[src/rtl/i2c_pkg.sv]
// rtl/i2c_pkg.sv - shared constants and FSM state encoding for the I2C write master
package i2c_pkg;

    localparam int   BYTE_W     = 8;
    localparam int   MAX_BYTES  = 5;
    localparam int   ADDR_W     = 7;
    localparam logic I2C_WR_BIT = 1'b0;

    typedef logic [2:0] state_t;

    localparam state_t ST_IDLE  = 3'd0;
    localparam state_t ST_WAIT  = 3'd1;
    localparam state_t ST_START = 3'd2;
    localparam state_t ST_SHIFT = 3'd3;
    localparam state_t ST_ACK   = 3'd4;
    localparam state_t ST_STOP  = 3'd5;
    localparam state_t ST_DONE  = 3'd6;

    function automatic int frame_bytes(input int reg_w, input int data_w);
        return 1 + reg_w / BYTE_W + data_w / BYTE_W;
    endfunction

endpackage

[src/rtl/i2c_wr_master_if.sv]
// rtl/i2c_wr_master_if.sv - request, phase and open-drain bus signals of the I2C write master
interface i2c_wr_master_if
    import i2c_pkg::*;
#(
    parameter int REG_W  = 8,
    parameter int DATA_W = 8
) ();

    logic              i_scl_ph;
    logic              i_sda_ph;
    logic              start;
    logic [ADDR_W-1:0] dev_addr;
    logic [REG_W-1:0]  reg_addr;
    logic [DATA_W-1:0] wr_data;
    logic              sda_i;
    logic              scl;
    logic              sda_oen;
    logic              busy;
    logic              done;
    logic              ack_err;

    modport master (
        input  i_scl_ph, i_sda_ph, start, dev_addr, reg_addr, wr_data, sda_i,
        output scl, sda_oen, busy, done, ack_err
    );

    modport slave (
        output i_scl_ph, i_sda_ph, start, dev_addr, reg_addr, wr_data, sda_i,
        input  scl, sda_oen, busy, done, ack_err
    );

endinterface

[src/rtl/i2c_phase_edge.sv]
// rtl/i2c_phase_edge.sv - registers a divider phase level and emits 1-cycle rise/fall pulses
module i2c_phase_edge (
    input  logic clk,
    input  logic rst_n,
    input  logic lvl_i,
    output logic lvl_o,
    output logic rise_o,
    output logic fall_o
);

    logic cur_q;
    logic prev_q;

    always_ff @(posedge clk or negedge rst_n) begin
        if (!rst_n) begin
            cur_q  <= 1'b0;
            prev_q <= 1'b0;
        end else begin
            cur_q  <= lvl_i;
            prev_q <= cur_q;
        end
    end

    assign lvl_o  = cur_q;
    assign rise_o = cur_q & ~prev_q;
    assign fall_o = ~cur_q & prev_q;

endmodule

[src/rtl/sync_2ff.sv]
// rtl/sync_2ff.sv - two-flop synchroniser for an asynchronous level input
module sync_2ff #(
    parameter logic RST_VAL = 1'b1
) (
    input  logic clk,
    input  logic rst_n,
    input  logic d_i,
    output logic q_o
);

    logic meta_q;
    logic sync_q;

    always_ff @(posedge clk or negedge rst_n) begin
        if (!rst_n) begin
            meta_q <= RST_VAL;
            sync_q <= RST_VAL;
        end else begin
            meta_q <= d_i;
            sync_q <= meta_q;
        end
    end

    assign q_o = sync_q;

endmodule

[src/rtl/i2c_wr_master.sv]
// rtl/i2c_wr_master.sv - I2C write-only master (START, addr+W, reg, data, STOP); I2C_NACK_ABORT_EN ends on NACK
module i2c_wr_master
    import i2c_pkg::*;
#(
    parameter int REG_W  = 8,
    parameter int DATA_W = 8
) (
    input  logic            clk,
    input  logic            rst_n,
    i2c_wr_master_if.master bus
);

    localparam int NBYTES  = frame_bytes(REG_W, DATA_W);
    localparam int FRAME_W = BYTE_W + REG_W + DATA_W;
    localparam int SH_W    = MAX_BYTES * BYTE_W;

    logic scl_lvl;
    logic unused_scl_rise;
    logic unused_scl_fall;
    logic unused_sda_lvl;
    logic qh;
    logic ql;
    logic sda_sync;
    logic nack_stop;
    logic last_byte;

    state_t          state_q,    state_d;
    logic [SH_W-1:0] sh_q,       sh_d;
    logic [2:0]      bit_cnt_q,  bit_cnt_d;
    logic [2:0]      byte_cnt_q, byte_cnt_d;
    logic            scl_en_q,   scl_en_d;
    logic            sda_oen_q,  sda_oen_d;
    logic            busy_q,     busy_d;
    logic            done_q,     done_d;
    logic            ack_err_q,  ack_err_d;

    i2c_phase_edge u_scl_edge (
        .clk    (clk),
        .rst_n  (rst_n),
        .lvl_i  (bus.i_scl_ph),
        .lvl_o  (scl_lvl),
        .rise_o (unused_scl_rise),
        .fall_o (unused_scl_fall)
    );

    i2c_phase_edge u_sda_edge (
        .clk    (clk),
        .rst_n  (rst_n),
        .lvl_i  (bus.i_sda_ph),
        .lvl_o  (unused_sda_lvl),
        .rise_o (qh),
        .fall_o (ql)
    );

    sync_2ff #(.RST_VAL(1'b1)) u_sda_sync (
        .clk   (clk),
        .rst_n (rst_n),
        .d_i   (bus.sda_i),
        .q_o   (sda_sync)
    );

    // Within a transaction ack_err can only have been set by this transfer's NACK.
`ifdef I2C_NACK_ABORT_EN
    assign nack_stop = ack_err_q;
`else
    assign nack_stop = 1'b0;
`endif

    assign last_byte = (byte_cnt_q == 3'(NBYTES - 1));

    always_comb begin
        state_d    = state_q;
        sh_d       = sh_q;
        bit_cnt_d  = bit_cnt_q;
        byte_cnt_d = byte_cnt_q;
        scl_en_d   = scl_en_q;
        sda_oen_d  = sda_oen_q;
        busy_d     = busy_q;
        done_d     = 1'b0;
        ack_err_d  = ack_err_q;
        case (state_q)
            ST_IDLE: begin
                if (bus.start) begin
                    // Frame is left-aligned so the MSB of the shifter is always the next bit.
                    sh_d       = SH_W'({bus.dev_addr, I2C_WR_BIT, bus.reg_addr, bus.wr_data})
                                 << (SH_W - FRAME_W);
                    bit_cnt_d  = 3'd0;
                    byte_cnt_d = 3'd0;
                    busy_d     = 1'b1;
                    ack_err_d  = 1'b0;
                    state_d    = ST_WAIT;
                end
            end
            ST_WAIT: begin
                if (qh) begin
                    sda_oen_d = 1'b0;
                    scl_en_d  = 1'b1;
                    state_d   = ST_START;
                end
            end
            ST_START: begin
                if (ql) begin
                    sda_oen_d = sh_q[SH_W-1];
                    sh_d      = {sh_q[SH_W-2:0], 1'b0};
                    bit_cnt_d = 3'd1;
                    state_d   = ST_SHIFT;
                end
            end
            ST_SHIFT: begin
                if (ql) begin
                    if (bit_cnt_q == 3'd0) begin
                        sda_oen_d = 1'b1;
                        state_d   = ST_ACK;
                    end else begin
                        sda_oen_d = sh_q[SH_W-1];
                        sh_d      = {sh_q[SH_W-2:0], 1'b0};
                        bit_cnt_d = bit_cnt_q + 3'd1;
                    end
                end
            end
            ST_ACK: begin
                if (qh && sda_sync) begin
                    ack_err_d = 1'b1;
                end
                if (ql) begin
                    byte_cnt_d = byte_cnt_q + 3'd1;
                    if (last_byte || nack_stop) begin
                        sda_oen_d = 1'b0;
                        state_d   = ST_STOP;
                    end else begin
                        sda_oen_d = sh_q[SH_W-1];
                        sh_d      = {sh_q[SH_W-2:0], 1'b0};
                        bit_cnt_d = 3'd1;
                        state_d   = ST_SHIFT;
                    end
                end
            end
            ST_STOP: begin
                if (qh) begin
                    sda_oen_d = 1'b1;
                    scl_en_d  = 1'b0;
                    done_d    = 1'b1;
                    state_d   = ST_DONE;
                end
            end
            ST_DONE: begin
                busy_d  = 1'b0;
                state_d = ST_IDLE;
            end
            default: begin
                state_d = ST_IDLE;
            end
        endcase
    end

    always_ff @(posedge clk or negedge rst_n) begin
        if (!rst_n) begin
            state_q    <= ST_IDLE;
            sh_q       <= '0;
            bit_cnt_q  <= 3'd0;
            byte_cnt_q <= 3'd0;
            scl_en_q   <= 1'b0;
            sda_oen_q  <= 1'b1;
            busy_q     <= 1'b0;
            done_q     <= 1'b0;
            ack_err_q  <= 1'b0;
        end else begin
            state_q    <= state_d;
            sh_q       <= sh_d;
            bit_cnt_q  <= bit_cnt_d;
            byte_cnt_q <= byte_cnt_d;
            scl_en_q   <= scl_en_d;
            sda_oen_q  <= sda_oen_d;
            busy_q     <= busy_d;
            done_q     <= done_d;
            ack_err_q  <= ack_err_d;
        end
    end

    assign bus.scl     = scl_en_q ? scl_lvl : 1'b1;
    assign bus.sda_oen = sda_oen_q;
    assign bus.busy    = busy_q;
    assign bus.done    = done_q;
    assign bus.ack_err = ack_err_q;

endmodule

[src/flat_wrapper.sv]
// flat-port wrapper written by rule: the top's interface ports become plain ports
module i2c_wr_master_flat import i2c_pkg::*;
#(
    parameter int REG_W  = 8,
    parameter int DATA_W = 8
)
  (clk, rst_n, bus_i_scl_ph, bus_i_sda_ph, bus_start, bus_dev_addr, bus_reg_addr, bus_wr_data, bus_sda_i, bus_scl, bus_sda_oen, bus_busy, bus_done, bus_ack_err);
  i2c_wr_master_if #(.REG_W(REG_W), .DATA_W(DATA_W)) bus_i ();
  input  logic clk;
  input  logic rst_n;
  input wire logic [$bits(bus_i.i_scl_ph)-1:0] bus_i_scl_ph;
  input wire logic [$bits(bus_i.i_sda_ph)-1:0] bus_i_sda_ph;
  input wire logic [$bits(bus_i.start)-1:0] bus_start;
  input wire logic [$bits(bus_i.dev_addr)-1:0] bus_dev_addr;
  input wire logic [$bits(bus_i.reg_addr)-1:0] bus_reg_addr;
  input wire logic [$bits(bus_i.wr_data)-1:0] bus_wr_data;
  input wire logic [$bits(bus_i.sda_i)-1:0] bus_sda_i;
  output wire logic [$bits(bus_i.scl)-1:0] bus_scl;
  output wire logic [$bits(bus_i.sda_oen)-1:0] bus_sda_oen;
  output wire logic [$bits(bus_i.busy)-1:0] bus_busy;
  output wire logic [$bits(bus_i.done)-1:0] bus_done;
  output wire logic [$bits(bus_i.ack_err)-1:0] bus_ack_err;
  assign bus_i.i_scl_ph = bus_i_scl_ph;
  assign bus_i.i_sda_ph = bus_i_sda_ph;
  assign bus_i.start = bus_start;
  assign bus_i.dev_addr = bus_dev_addr;
  assign bus_i.reg_addr = bus_reg_addr;
  assign bus_i.wr_data = bus_wr_data;
  assign bus_i.sda_i = bus_sda_i;
  assign bus_scl = bus_i.scl;
  assign bus_sda_oen = bus_i.sda_oen;
  assign bus_busy = bus_i.busy;
  assign bus_done = bus_i.done;
  assign bus_ack_err = bus_i.ack_err;
  i2c_wr_master #(.REG_W(REG_W), .DATA_W(DATA_W)) u_core (.clk(clk), .rst_n(rst_n), .bus(bus_i));
endmodule
[config.mk]
export PLATFORM = sky130hd
export DESIGN_NAME = i2c_wr_master_flat
export DESIGN_NICKNAME = d
export VERILOG_FILES = /design/src/rtl/i2c_pkg.sv /design/src/rtl/i2c_wr_master_if.sv /design/src/rtl/i2c_phase_edge.sv /design/src/rtl/sync_2ff.sv /design/src/rtl/i2c_wr_master.sv /design/src/flat_wrapper.sv
export SDC_FILE = /design/constraint.sdc
export NUM_CORES = 1
export LEC_CHECK = 0
export ABC_AREA = 1
export ABC_CLOCK_PERIOD_IN_PS = 1700
export CORE_MARGIN = 2
export CORE_UTILIZATION = 30
export DETAILED_ROUTE_END_ITERATION = 8
export DONT_BUFFER_PORTS = 1
export PLACE_DENSITY = 0.52
export SYNTH_ARGS = -nofsm -noshare
export SYNTH_HDL_FRONTEND = slang
export SYNTH_SLANG_ARGS = --single-unit
export TNS_END_PERCENT = 5
[constraint.sdc]
create_clock -name clk -period 1.7 [get_ports clk]
set_input_delay 0.17 -clock clk [delete_from_list [all_inputs] [get_ports clk]]
set_output_delay 0.17 -clock clk [all_outputs]
set_load 0.1 [all_outputs]
==> flow_metrics.env <==
export IMPL_viasPerCell=4.57
export IMPL_p_per_area_nw_per_um2=1980
export IMPL_grt_pass1_vias=2069
export IMPL_startpoint_type="flip-flop"
export IMPL_port_buffers=0
export IMPL_synth_seq_cells=43
export IMPL_fin_setup_tns_ns=0
export IMPL_ir_worst_vdd_mv=0.722
export IMPL_min_from="bus_wr_data[0]"
export IMPL_syn_cell_area_um2=2330
export IMPL_r2r_cells=10
export IMPL_routed_via_count=2090
export IMPL_regArea_um2=1080
export IMPL_hp_class="in -> reg"
export IMPL_muxShareOfSynthArea=0
export IMPL_die_h_um=92.1
export IMPL_path_buf_inv=3
export IMPL_track_usage=0.144
export IMPL_p_leak_nw=1.54
export IMPL_rows=32
export IMPL_cts_made_buffers=5
export IMPL_hold_end="u_core.sh_q[16]$_DFFE_PN0P_"
export IMPL_fin_skew_ns=0.0107
export IMPL_cts_path_max_buffers=2
export IMPL_r2r_slack_ns=0.14
export IMPL_synth_xor_xnor_area_share=0.00377
export IMPL_critical_path_cell_chain="inv_1 -> ha_1 -> nand2_1 -> inv_1 -> nand2_1 -> nand2_2 -> nor2_4 -> buf_4 -> nand3_1 -> nand2_1"
export IMPL_dpl_worst_slack_ns=-0.145
export IMPL_max_freq_ghz=0.641
export IMPL_cpPeakStageDelay_ns=0.38
export IMPL_fin_util=0.378
export IMPL_nFillCells=807
export IMPL_die_area_um2=8470
export IMPL_tritoncts="yes"
export IMPL_synth_nets=356
export IMPL_drtIter0Drc=113
export IMPL_multi_input_area_um2=1130
export IMPL_grt_pass1_wl_um=9740
export IMPL_synth_seq_area_share=0.464
export IMPL_path_clk_slew_ns=0.09
export IMPL_synth_fa_ha_area_frac=0.0215
export IMPL_nets=387
export IMPL_timing_rr_start="u_core.bit_cnt_q[1]$_DFFE_PN0P_"
export IMPL_grt_max_degree=44
export IMPL_crit_family="simple AND/OR/NAND/NOR gates"
export IMPL_tightest_slew_ns=0.510
export IMPL_layout_setup_ws_ns=0.140
export IMPL_yosysUniqueCellTypes=23
export IMPL_n_antenna_cell=0
export IMPL_whs_path_depth=4
export IMPL_drv_slew=0
export IMPL_crit_arrival_ns=1.80
export IMPL_dp_hpwl_um=3710
export IMPL_initial_utilization=0.306
export IMPL_crit_slowest_cell="dfrtp_1"
export IMPL_synthSimpleGateAreaFrac=0.425
export IMPL_endpoint_kind="flip-flop"
export IMPL_whs_ns=0.0845
export IMPL_drt_first_pass_iters=4
export IMPL_syn_to_final_growth_pct=23.6
export IMPL_synth_cells=323
export IMPL_hold_violations=0
export IMPL_ys_warn_count=0
export IMPL_cts_max_level=2
export IMPL_die_w_um=92.1
export IMPL_finalSetupViolations=0
export IMPL_gp_congestion=0.876
export IMPL_layout_commonest_cell="nand2_1"
export IMPL_period_needed_ns=1.56
export IMPL_wl_um=5660
export IMPL_clk_insertion_delay_late_ns=0.30
export IMPL_drc_errors=0
export IMPL_cp_depth=10
export IMPL_clock_sinks=43
export IMPL_drt_antenna_violating_nets=0
export IMPL_syn_area_per_cell_um2=7.20
export IMPL_cp_required_ns=1.94
export IMPL_cp_common_cell="nand2_1"
export IMPL_coreArea_um2=7610
export IMPL_crit_fanout=9
export IMPL_synth_top_family_by_area="simple AND/OR/NAND/NOR gates"
export IMPL_grt_setup_unrepaired="no"
export IMPL_slew_headroom=0.662
export IMPL_maxCapViolCount=0
export IMPL_post_route_period_util=0.918
export IMPL_io_pins=34
export IMPL_criticalPathCategory="reg -> reg"
export IMPL_wl_per_cell_um=12.4
export IMPL_final_cell_mix="nand2_1, nand3_1, dfrtp_1"
export IMPL_grt_antenna_before_repair=0
export IMPL_synth_compound_area_frac=0.0199
export IMPL_status="finished clean"
export IMPL_drive_gt1_frac=0.166
export IMPL_gr_total_overflow=0
export IMPL_worstReg2RegEnd="u_core.sh_q[34]$_DFFE_PN0P_"
export IMPL_root_buffer="clkbuf_8"
## where the power goes
part           internal [W]  leakage, nW  total, W  switching (W)
combinational       0.00113        0.943   0.00307        0.00193
sequential          0.00142        0.535   0.00166       0.000233
clock              0.000586       0.0644  0.000974       0.000388
## cell families (layout without fill, tap and decap cells)
| logic type | Yosys count | in the layout |
|---|---|---|
| simple gates | 233 | 234 |
| compound gates | 8 | 8 |
| fa+ha+maj | 4 | 4 |
| flops | 43 | 43 |
| buf+inv | 34 | 65 |
| xor+xnor | 1 | 1 |
## state kept, by name, indices dropped and copies added (netlist names)
register	cells
u_core.sh_q	24
u_core.bit_cnt_q	3
u_core.byte_cnt_q	3
u_core.state_q	3
u_core.bus.ack_err	1
u_core.bus.busy	1
u_core.bus.done	1
u_core.bus.sda_oen	1
u_core.scl_en_q	1
u_core.u_scl_edge.lvl_o	1
u_core.u_sda_edge.lvl_o	1
u_core.u_sda_edge.prev_q	1
u_core.u_sda_sync.meta_q	1
u_core.u_sda_sync.q_o	1
## how the worst max path moves through the flow
stage / from / end / slack (ns)
2_1_floorplan: u_core.byte_cnt_q[0]$_DFFE_PN0P_ / u_core.bit_cnt_q[0]$_DFFE_PN0P_ / 0.19
4_1_cts: u_core.state_q[1]$_DFFE_PN0P_ / u_core.sh_q[30]$_DFFE_PN0P_ / 0.06
6_report: u_core.bit_cnt_q[1]$_DFFE_PN0P_ / u_core.sh_q[34]$_DFFE_PN0P_ / 0.14
5_1_grt: u_core.bit_cnt_q[1]$_DFFE_PN0P_ / u_core.sh_q[39]$_DFFE_PN0P_ / 0.008
3_3_place_gp: u_core.state_q[1]$_DFFE_PN0P_ / u_core.sh_q[17]$_DFFE_PN0P_ / -0.13
3_5_place_dp: u_core.bit_cnt_q[0]$_DFFE_PN0P_ / u_core.sh_q[23]$_DFFE_PN0P_ / -0.14
## synthesized netlist by cell type (all sizes together)
master / count / area, um^2
buf: 10 / 62.6
xnor2: 1 / 8.76
clkbuf: 3 / 11.3
nand3: 60 / 300
o21ai: 4 / 23.8
nor2: 19 / 83.8
or2: 1 / 6.26
o211ai: 1 / 7.51
dfrtp: 40 / 1000
nor3: 1 / 5.00
dfstp: 3 / 78.8
nand2: 150 / 578
inv: 21 / 78.8
nand3b: 2 / 15.0
a21oi: 3 / 15.0
ha: 4 / 50.1
## tightest hold or removal path, delay by kind of cell
family	cells	cell delay [ns]
buffers and inverters	1	0.03
and+or+nand+nor	3	0.15
## final cells by class
cell class                      count  share of cell area
Clock inverter                      3              0.0235
Inverter                           21              0.0274
Multi-Input combinational cell    247               0.393
Sequential cell                    43               0.376
Timing Repair Buffer               36               0.111
Tap cell                          102              0.0444
Clock buffer                        5              0.0239
## stage by stage
stage | instances | area, um^2 | power, W
finish | 457 | 2880 | 0.00570
global route | 457 | 2880 | 0.00625
CTS | 456 | 2830 | 0.00562
detailed placement | 440 | 2600 | 0.00449
global placement | 440 | 2600 | 0.00447
floorplan | 323 | 2330 | 0.00375
## per-layer routing
layer	vias to the layer above	part of all wire	track usage
li1	1079	-	-
met1	962	0.49	0.199
met2	40	0.46	0.224
met3	9	0.033	0.0288
met4	0	0.015	0.0510
met5	-	0	0
## what timing repair did
action                     CTS  global route
pin swaps                    1             1
setup endpoints to repair   27            28
hold buffers                 5             0
hold endpoints to repair    46             0
resized for setup            0            10
gates cloned                 1             0
buffers inserted             2             1
(Power assumes the default switching activity.)
